## src/rtl/rand_pkg.sv

```systemverilog
// Shared types and default sizing for the random-bit word packer.
package rand_pkg;

  typedef enum logic {
    COLLECT = 1'b0,
    FAULT   = 1'b1
  } rand_state_e;

  localparam int DEF_WORD_W     = 32;
  localparam int DEF_FIFO_DEPTH = 4;
  localparam int DEF_RCT_LIMIT  = 16;

endpackage

```

## src/rtl/rand_word_fifo.sv

```systemverilog
// Show-ahead synchronous FIFO for completed words; a push while full is
// accepted only when a pop happens in the same cycle.
module rand_word_fifo #(
  parameter int W     = 32,
  parameter int DEPTH = 4,
  localparam int AW   = $clog2(DEPTH)
) (
  input  logic          clk,
  input  logic          rst_n,
  input  logic          push_i,
  input  logic [W-1:0]  wdata_i,
  input  logic          pop_i,
  output logic [W-1:0]  rdata_o,
  output logic          full_o,
  output logic          empty_o,
  output logic [AW:0]   count_o
);

  logic [W-1:0]  mem_q [DEPTH];
  logic [AW-1:0] wr_q, rd_q;
  logic [AW:0]   count_q, count_d;
  logic          do_push, do_pop;

  assign empty_o = (count_q == '0);
  assign full_o  = (count_q == (AW+1)'(DEPTH));
  assign do_pop  = pop_i & ~empty_o;
  // When full, the slot being written is the head being popped this cycle.
  assign do_push = push_i & (~full_o | do_pop);

  always_comb begin
    count_d = count_q;
    case ({do_push, do_pop})
      2'b10:   count_d = count_q + 1'b1;
      2'b01:   count_d = count_q - 1'b1;
      default: count_d = count_q;
    endcase
  end

  always_ff @(posedge clk or negedge rst_n) begin
    if (!rst_n) begin
      for (int i = 0; i < DEPTH; i++) mem_q[i] <= '0;
      wr_q    <= '0;
      rd_q    <= '0;
      count_q <= '0;
    end else begin
      if (do_push) begin
        mem_q[wr_q] <= wdata_i;
        wr_q        <= wr_q + 1'b1;
      end
      if (do_pop) rd_q <= rd_q + 1'b1;
      count_q <= count_d;
    end
  end

  assign rdata_o = mem_q[rd_q];
  assign count_o = count_q;

endmodule

```

## src/rtl/rand_word_pack.sv

```systemverilog
// Packs raw random bits LSB-first into words and buffers them in a FIFO.
// Define RAND_HEALTH_EN to build the repetition-count health test and FAULT state.
module rand_word_pack
  import rand_pkg::*;
#(
  parameter int WORD_W     = DEF_WORD_W,
  parameter int FIFO_DEPTH = DEF_FIFO_DEPTH,
  parameter int RCT_LIMIT  = DEF_RCT_LIMIT
) (
  input  logic                          clk,
  input  logic                          rst_n,
  input  logic                          in_bit,
  input  logic                          in_bit_valid,
  output logic [WORD_W-1:0]             out_word,
  output logic                          out_valid,
  input  logic                          out_ready,
  output logic                          overflow,
  output logic                          health_fail,
  output logic [$clog2(FIFO_DEPTH):0]   fill
);

  localparam int CW = $clog2(WORD_W);

  logic [CW-1:0]     bcnt_q;
  logic [WORD_W-1:0] shreg_q, word_d;
  logic              accept, last_bit, trip, push;
  logic              overflow_q;
  logic              fifo_full, fifo_empty;

`ifdef RAND_HEALTH_EN
  rand_state_e state_q;
  logic [7:0]  run_q, run_d;
  logic        last_q, health_q;

  assign accept = in_bit_valid & (state_q == COLLECT);

  always_comb begin
    run_d = 8'd1;
    if (run_q != 8'd0 && in_bit == last_q)
      run_d = (run_q >= 8'(RCT_LIMIT)) ? run_q : run_q + 8'd1;
  end

  assign trip = accept & (run_d == 8'(RCT_LIMIT));

  always_ff @(posedge clk or negedge rst_n) begin
    if (!rst_n) begin
      state_q  <= COLLECT;
      run_q    <= '0;
      last_q   <= 1'b0;
      health_q <= 1'b0;
    end else begin
      case (state_q)
        COLLECT: if (accept) begin
          run_q  <= run_d;
          last_q <= in_bit;
          if (trip) begin
            state_q  <= FAULT;
            health_q <= 1'b1;
          end
        end
        FAULT: state_q <= FAULT;
        default: state_q <= COLLECT;
      endcase
    end
  end

  assign health_fail = health_q;
`else
  assign accept      = in_bit_valid;
  assign trip        = 1'b0;
  assign health_fail = 1'b0;
`endif

  assign last_bit = (bcnt_q == CW'(WORD_W - 1));
  // The tripping bit never completes a word, even if it lands on the last slot.
  assign push     = accept & last_bit & ~trip;

  always_comb begin
    word_d         = shreg_q;
    word_d[bcnt_q] = in_bit;
  end

  always_ff @(posedge clk or negedge rst_n) begin
    if (!rst_n) begin
      bcnt_q     <= '0;
      shreg_q    <= '0;
      overflow_q <= 1'b0;
    end else begin
      if (trip) begin
        bcnt_q <= '0;
      end else if (accept) begin
        shreg_q <= word_d;
        bcnt_q  <= last_bit ? '0 : bcnt_q + 1'b1;
      end
      overflow_q <= push & fifo_full & ~(out_ready & ~fifo_empty);
    end
  end

  rand_word_fifo #(
    .W     (WORD_W),
    .DEPTH (FIFO_DEPTH)
  ) u_fifo (
    .clk     (clk),
    .rst_n   (rst_n),
    .push_i  (push),
    .wdata_i (word_d),
    .pop_i   (out_ready),
    .rdata_o (out_word),
    .full_o  (fifo_full),
    .empty_o (fifo_empty),
    .count_o (fill)
  );

  assign out_valid = ~fifo_empty;
  assign overflow  = overflow_q;

endmodule

```

## config.mk

```make
export PLATFORM = sky130hd
export DESIGN_NAME = rand_word_pack
export DESIGN_NICKNAME = d
export VERILOG_FILES = /design/src/rtl/rand_pkg.sv /design/src/rtl/rand_word_fifo.sv /design/src/rtl/rand_word_pack.sv
export SDC_FILE = /design/constraint.sdc
export NUM_CORES = 1
export LEC_CHECK = 0
export CAP_MARGIN = 40
export CORE_MARGIN = 4
export CORE_UTILIZATION = 40
export CTS_CLUSTER_DIAMETER = 60
export CTS_CLUSTER_SIZE = 28
export DETAILED_ROUTE_END_ITERATION = 16
export GPL_TIMING_DRIVEN = 0
export PLACE_DENSITY_LB_ADDON = 0.3
export SYNTH_ARGS = -nofsm -noshare
export SYNTH_HDL_FRONTEND = slang
export SYNTH_SLANG_ARGS = --single-unit
```

## constraint.sdc

```tcl
create_clock -name clk -period 3 [get_ports clk]
set_input_delay 0.9 -clock clk [delete_from_list [all_inputs] [get_ports clk]]
set_output_delay 0.9 -clock clk [all_outputs]
set_load 0.005 [all_outputs]
```

After elaboration in Yosys (flattened, before gate mapping)
Cells that the tools add are included.

Bits in registers: 173. Input bits: 5. Output and inout port bits: 38. Word-level logic and storage cells: 50.

Add/subtract/negate cells: 5. Magnitude comparators: 5. Equal/unequal tests: 4. Mux-type cells: 11. Bitwise logic cells: 11. Reductions and logical operators: 4.

Operators with widths (count): bitwise mux 128 bit (1); two-way mux 32 bit (3); binary-select mux 32 bit (select 2 bit) (1); demux 32 bit (select 2 bit) (1); bitwise mux 32 bit (1); >= comparator 3 bit (second input constant) (2); less-than comparator 5 x 6 -> 1 bit (second input constant) (1); inverter 2 -> 3 bit (2); one-hot mux 3 bit (2 select lines) (1); adder 5 x 1 -> 5 bit (second input constant) (1); bitwise AND 1 bit (5); demux 1 bit (select 5 bit) (1); equality test 5 bit (second input constant) (1); >= comparator 5 x 1 -> 1 bit (second input constant) (1); two-way mux 5 bit (1); adder 2 x 1 -> 2 bit (second input constant) (2); adder 3 x 1 -> 3 bit (second input constant) (1); equality test 3 bit (second input constant) (1); logical NOT 3 bit (1); less-than comparator 3 x 1 -> 1 bit (second input constant) (1); inverter 1 bit (3); subtractor 3 x 1 -> 3 bit (second input constant) (1); equality test 2 x 1 -> 1 bit (second input constant) (1); equality test 2 bit (second input constant) (1); 4 further kinds (5).

Longest topological paths before layout
Word-level depth: 7. Mapped depth: 14. Mapped depth without buffers: 12.

Modules after synthesis
A second synthesis with hierarchy kept.

Cell total of the unflattened synthesis: 580. Area total of the unflattened synthesis: 8324.2 sq um.

Modules (own cells, without submodules): rand_word_fifo (instances 1, cells each 349, area each 5973.2 sq um); rand_word_pack (instances 1, cells each 231, area each 2351.0 sq um).

Least setup slack after synthesis
OpenSTA, ideal clock, no wires.

Path kind: register to register. From: reg bcnt_q[0]. To: reg u_fifo.count_q[2] (netlist: u_fifo.count_o[2]). Arrival: 2.472 ns. Required time: 2.921 ns. Path slack: 0.449 ns. Stages on the path, launching flop included: 14. Buffers on the path: 1. Path through: dfrtp_1 -> ha_1 -> clkbuf_1 -> and3_1 -> ha_1 -> nand2_1 -> nor2_1 -> inv_1 -> ha_1 -> inv_1 -> fa_1 -> xor2_1 -> nor2_1 -> xor2_1.

Longest elaborated chain between the ends: 5. Elaborated cells on any way between the ends: 7. Those cells by class: eq/ne: 3; mux: 1; bitwise: 2; reduce/logical: 1.

RTL lines: start: declaration (RTL line rand_word_pack.sv:24) `logic [CW-1:0] bcnt_q;`; start signal: assignment (RTL line rand_word_pack.sv:93) `bcnt_q <= last_bit ? '0 : bcnt_q + 1'b1;`; equality test 5 bit * (RTL line rand_word_pack.sv:74) `assign last_bit = (bcnt_q == CW'(WORD_W - 1));`; bitwise AND 1 bit * (RTL line rand_word_pack.sv:76) `assign push = accept & last_bit & ~trip;`; bitwise AND 1 bit * (RTL line rand_word_fifo.sv:28) `assign do_push = push_i & (~full_o | do_pop);`; equality test 2 x 1 -> 1 bit or equality test 2 bit (tied branches) (RTL line rand_word_fifo.sv:32) `case ({do_push, do_pop})`; one-hot mux 3 bit (2 select lines) or nonzero test 2 bit (tied branches); end signal: assignment (RTL line rand_word_fifo.sv:51) `count_q <= count_d;`; end: declaration (RTL line rand_word_fifo.sv:21) `logic [AW:0] count_q, count_d;`.

Every way passes the cells marked *; elsewhere a longest branch is shown, timed or not. A chain may end at the register's enable or synchronous reset.

Worst setup path after layout
From: reg u_fifo.rd_q[0]. To: out out_word[14].

Longest elaborated chain between the ends: 4.

RTL lines: start: declaration (RTL line rand_word_fifo.sv:20) `logic [AW-1:0] wr_q, rd_q;`; start signal: assignment (RTL line rand_word_fifo.sv:50) `if (do_pop) rd_q <= rd_q + 1'b1;`; inverter 2 -> 3 bit (implied by the code) (RTL line rand_word_fifo.sv:55) `assign rdata_o = mem_q[rd_q];`; binary-select mux 32 bit (select 2 bit) (RTL line rand_word_fifo.sv:55); two-way mux 32 bit (implied by the code) (2 in a row) (RTL line rand_word_fifo.sv:55); end: declaration (RTL line rand_word_pack.sv:14) `output logic [WORD_W-1:0] out_word,`.

Every way passes these cells. The select of a mux whose other input is x is not followed.

==> results.md <==
- The run finished with clean final reports.
- The path class of the tightest hold or removal check is in2async.
- For the finished layout, the period the worst path requires is roughly 3000 ps.
- Sorting the synthesized cells by area gives the leading types as sky130_fd_sc_hd__dfrtp_1 (52%), sky130_fd_sc_hd__mux2_2 (26%), sky130_fd_sc_hd__mux4_2 (8.7%).
- The worst pin sits at a relative slew slack of 0.5683.
- At the pin with the least slew margin, the transition time is roughly 650 ps.
- The floorplan has 52 rows.
- In the routed layout, each cell is associated on average with a via count of ~5.3.
- For this block, the via count after detailed routing is approximately 4700.
- Ranked by instance count, the synthesized netlist is headed by sky130_fd_sc_hd__mux2_2 (194), sky130_fd_sc_hd__dfrtp_1 (173), sky130_fd_sc_hd__mux4_2 (32).
- The number of antenna violations at the first check in global routing is 0.
- The startpoint class of the critical path is a flop.
- The area of placed instances is between 0.009 and 0.01 sq mm.
- Buffers inserted to repair hold after CTS numbered 0.
- The number of distinct library cells after synthesis is 31.
- The repair_antennas step left the layout with diodes totalling 0.
- The die is 151.6 um wide.
- The TritonCTS clock tree is done.
- For this run, global-route usage on met3 was measured as 0.03004.
- By instance count, the leading cell after synthesis is sky130_fd_sc_hd__mux2_2.
- The flop-to-flop setup slack is approximately 170 ps.
- For this configuration, the core starts out at a cell density of 0.4078.
- On the critical path, the stage with the largest delay is an instance of sky130_fd_sc_hd__mux4_2.
- TritonCTS created 17 clock buffers.
- The number of hold-slack violations in the final timing report was 0.
- The number of maximum-capacitance constraint violations is 0.
- The number of placed instances, taps included, is around 840.
- The count of cells in the finished layout, fillers not included, comes to roughly 890.
- The number of global-route vias before repair was slightly above 5000.
- The launching point of the worst reg2reg path is bcnt_q[0].
- The final-layout fill cell count is roughly 1700.
- During synthesis, Yosys emitted a total of 0 warnings.
- For this run, design rule violations remaining after detail routing come to 0.
- The total setup violations reported at the end of the flow is 0.
- The fraction of layout instances using a drive strength above 1 is 0.5227.
- After synthesis the cells add up to 0.008252 sq mm.
- On the final layout, the worst clock skew is between 9 and 10 ps.
- From bottom edge to top edge, the die measures 151.6 um.
- The net count after synthesis is 541.
- The setup path with the least slack is of type reg2out.
- For the worst-skew pair, the clock arrives at the later sink with an insertion delay of between 400 and 500 ps.
- The share of synthesized area occupied by flip-flops and latches is 0.5246.
- Compared with the post-synthesis result, the final layout area differs by 20.00%.
- The final instance area is approximately 0.0099 sq mm.
- The post-synthesis async set-or-reset flop share is 1.000.
- The critical path contains buffers and inverters numbering 3 combined.
- The cell type with the largest total area after synthesis is sky130_fd_sc_hd__dfrtp_1.
- The worst vdd rail ir drop is 0.0005167 V.
- The length of the first detailed-routing pass in iterations is 4.
- For this design the static power due to leakage is between 4 and 5 nW.
- Along the worst path, the maximum fanout reaches 9.
- In this run the tool buffered the top-level ports with 40 buffer cells.
- After synthesis, the mean cell area works out to about 16 sq um.
- For met1 alone, demand over resource in global routing was 0.2168.
- The most used routing layer is met2.
- The post-synthesis sequential element count is around 170.
- The type of destination of the critical path is an output port.
- The largest net degree at the start of global routing is 95.
- Grouping stages by cell kind, the critical path spends the most delay in buffers and inverters.
- For this design the ratio of total power to cell area is 806.1 mW/mm^2.
- The critical path goes through buf_8, buf_12, mux4_2, clkdlybuf4s50_1.
- The first global-routing pass estimated between 20000 and 30000 um of wire.
- The clock sink count is 173.
- The cell count after synthesis is ~530.
- The aggregate global-route resource usage is 0.1626.
- The post-detailed-placement half-perimeter wirelength is about 12000 um.
- Summed over all layers, the routed wires come to ~17000 um.
- The global route total overflow is 0.
- For this run, global-route usage on met2 was measured as 0.2705.
- The worst path required time is approximately 2100 ps.
- After clock tree synthesis, the clock-pin slew on the worst setup and hold paths is about 70 ps.
- The number of synthesized flops with an enable pin is 0.
- The signal arrival time at the worst endpoint is slightly above 2000 ps.
- On the worst path, the slowest cell contributes a delay of approximately 500 ps.
- In the finished design, the share of the clock period the worst path needs comes to 0.9781.
- Once detail routing completed, the nets flagged for antenna violations numbered 0.
- The H-tree generated during clock tree synthesis spans 4 levels.
- The I/O pin count is 43.
- Measured in cells, the most critical reg-to-reg path has a length of 13.
- The top cell type's share of synthesized area is 0.5246.
- After the first detailed-routing iteration, the DRC count stood at around 170.
- The clock tree buffer depth is 2.
- Derived from the worst setup path, the maximum achievable clock frequency is 0.3408 GHz.
- The most common flop cell mapped by yosys is sky130_fd_sc_hd__dfrtp_1.
- The core area is 0.02023 sq mm.
- The end of the worst register-to-register path is u_fifo.count_o[2].
- CTS placed an instance of sky130_fd_sc_hd__clkbuf_16 at the clock tree root.
- In the final routed layout, each cell accounts on average for roughly 20 um.
- The post-layout net count is 621.
- The weighted congestion reported at the end of routability-driven placement is about 0.76.
- The final max-slew violation count is 0.
- The overall die area is about 0.023 sq mm.
## logic make-up after synthesis
family | synth area share
simple gates | 0.05261
mux | 0.3533
compound gates | 0.005762
fa+ha+maj | 0.01759
flops | 0.5246
buf+inv | 0.03927
xor+xnor | 0.006370
other cells | 0.0004545
## worst register-to-register path, delay by kind of cell, from the launching register on
family / cells / cell delay [ps]
simple gates: 4 / 540
buf+inv: 3 / 360
xor+xnor: 2 / 320
fa+ha+maj: 4 / 1090
flops: 1 / 450
## final cells by class
type,count,area (sq um),share of cell area
Buffer,39,360.3,0.03639
Clock buffer,18,439.2,0.04435
Clock inverter,14,181.4,0.01832
Inverter,9,33.78,0.003412
Multi-Input combinational cell,303,3606,0.3642
Sequential cell,173,4330,0.4373
Tap cell,270,337.8,0.03412
Timing Repair Buffer,62,613.1,0.06192
## stage by stage
stage	setup WS [ps]	setup TNS (ps)	power [W]	hold slack (ps)	util
after global routing	-6.623	-6.623	0.008419	473.9	0.4894
after detailed placement	-301.7	-1994	0.005408	490.5	0.4459
final	65.59	0	0.007982	439.1	0.4894
after global placement	-5562	-960710	0.005286	483.0	0.4443
after CTS	0.9208	0	0.007868	456.1	0.4797
after floorplan	448.6	0	0.004642	475.0	-
## registers in the layout, indices dropped and copies added (netlist names)
signal	cells
u_fifo.count_o	3
u_fifo.rd_q	2
overflow	1
bcnt_q	5
shreg_q	32
u_fifo.wr_q	2
u_fifo.mem_q	128
## power by group
group          leakage, nW  internal, W  total [W]  switching, W
Clock                0.301      0.00135    0.00232      0.000974
Combinational         2.27      0.00140    0.00260       0.00120
Sequential            2.34      0.00277    0.00306      0.000289
Total                 4.91      0.00552    0.00798       0.00246
## how the worst max path moves through the flow
stage / from / endpoint / cells after the start
floorplan: bcnt_q[0] / u_fifo.count_o[2] / 13
global placement: rst_n / u_fifo.mem_q[103] / 1
detailed placement: out_ready / u_fifo.count_o[2] / 10
CTS: u_fifo.rd_q[0] / out_word[15] / 4
global route: u_fifo.rd_q[0] / out_word[14] / 4
finish: u_fifo.rd_q[0] / out_word[14] / 4
## cell usage in the layout (no fill, tap or decap), types with 5 or more instances in the layout
cell type	instances
sky130_fd_sc_hd__clkdlybuf4s50_1	9
sky130_fd_sc_hd__dfrtp_1	172
sky130_fd_sc_hd__dlygate4sd2_1	14
sky130_fd_sc_hd__clkbuf_16	17
sky130_fd_sc_hd__dlymetal6s2s_1	16
sky130_fd_sc_hd__buf_4	26
sky130_fd_sc_hd__o21ai_0	5
sky130_fd_sc_hd__nor4bb_1	8
sky130_fd_sc_hd__mux2_2	194
sky130_fd_sc_hd__clkbuf_1	8
sky130_fd_sc_hd__mux4_2	32
sky130_fd_sc_hd__ha_1	10
sky130_fd_sc_hd__inv_1	9
sky130_fd_sc_hd__buf_6	15
sky130_fd_sc_hd__nand4b_1	12
## routing by layer
| metal | vias up | share of wire |
|---|---|---|
| met2 | 59 | 0.50 |
| met5 | - | 0 |
| met3 | 23 | 0.023 |
| li1 | 2119 | - |
| met4 | 0 | 0.014 |
| met1 | 2497 | 0.46 |
## what timing repair did
item,4_1_cts,5_1_grt
resized for setup,38,19
setup endpoints to repair,30,139
buffers inserted,1,20
Note: power is estimated with default switching activity, not from simulation.
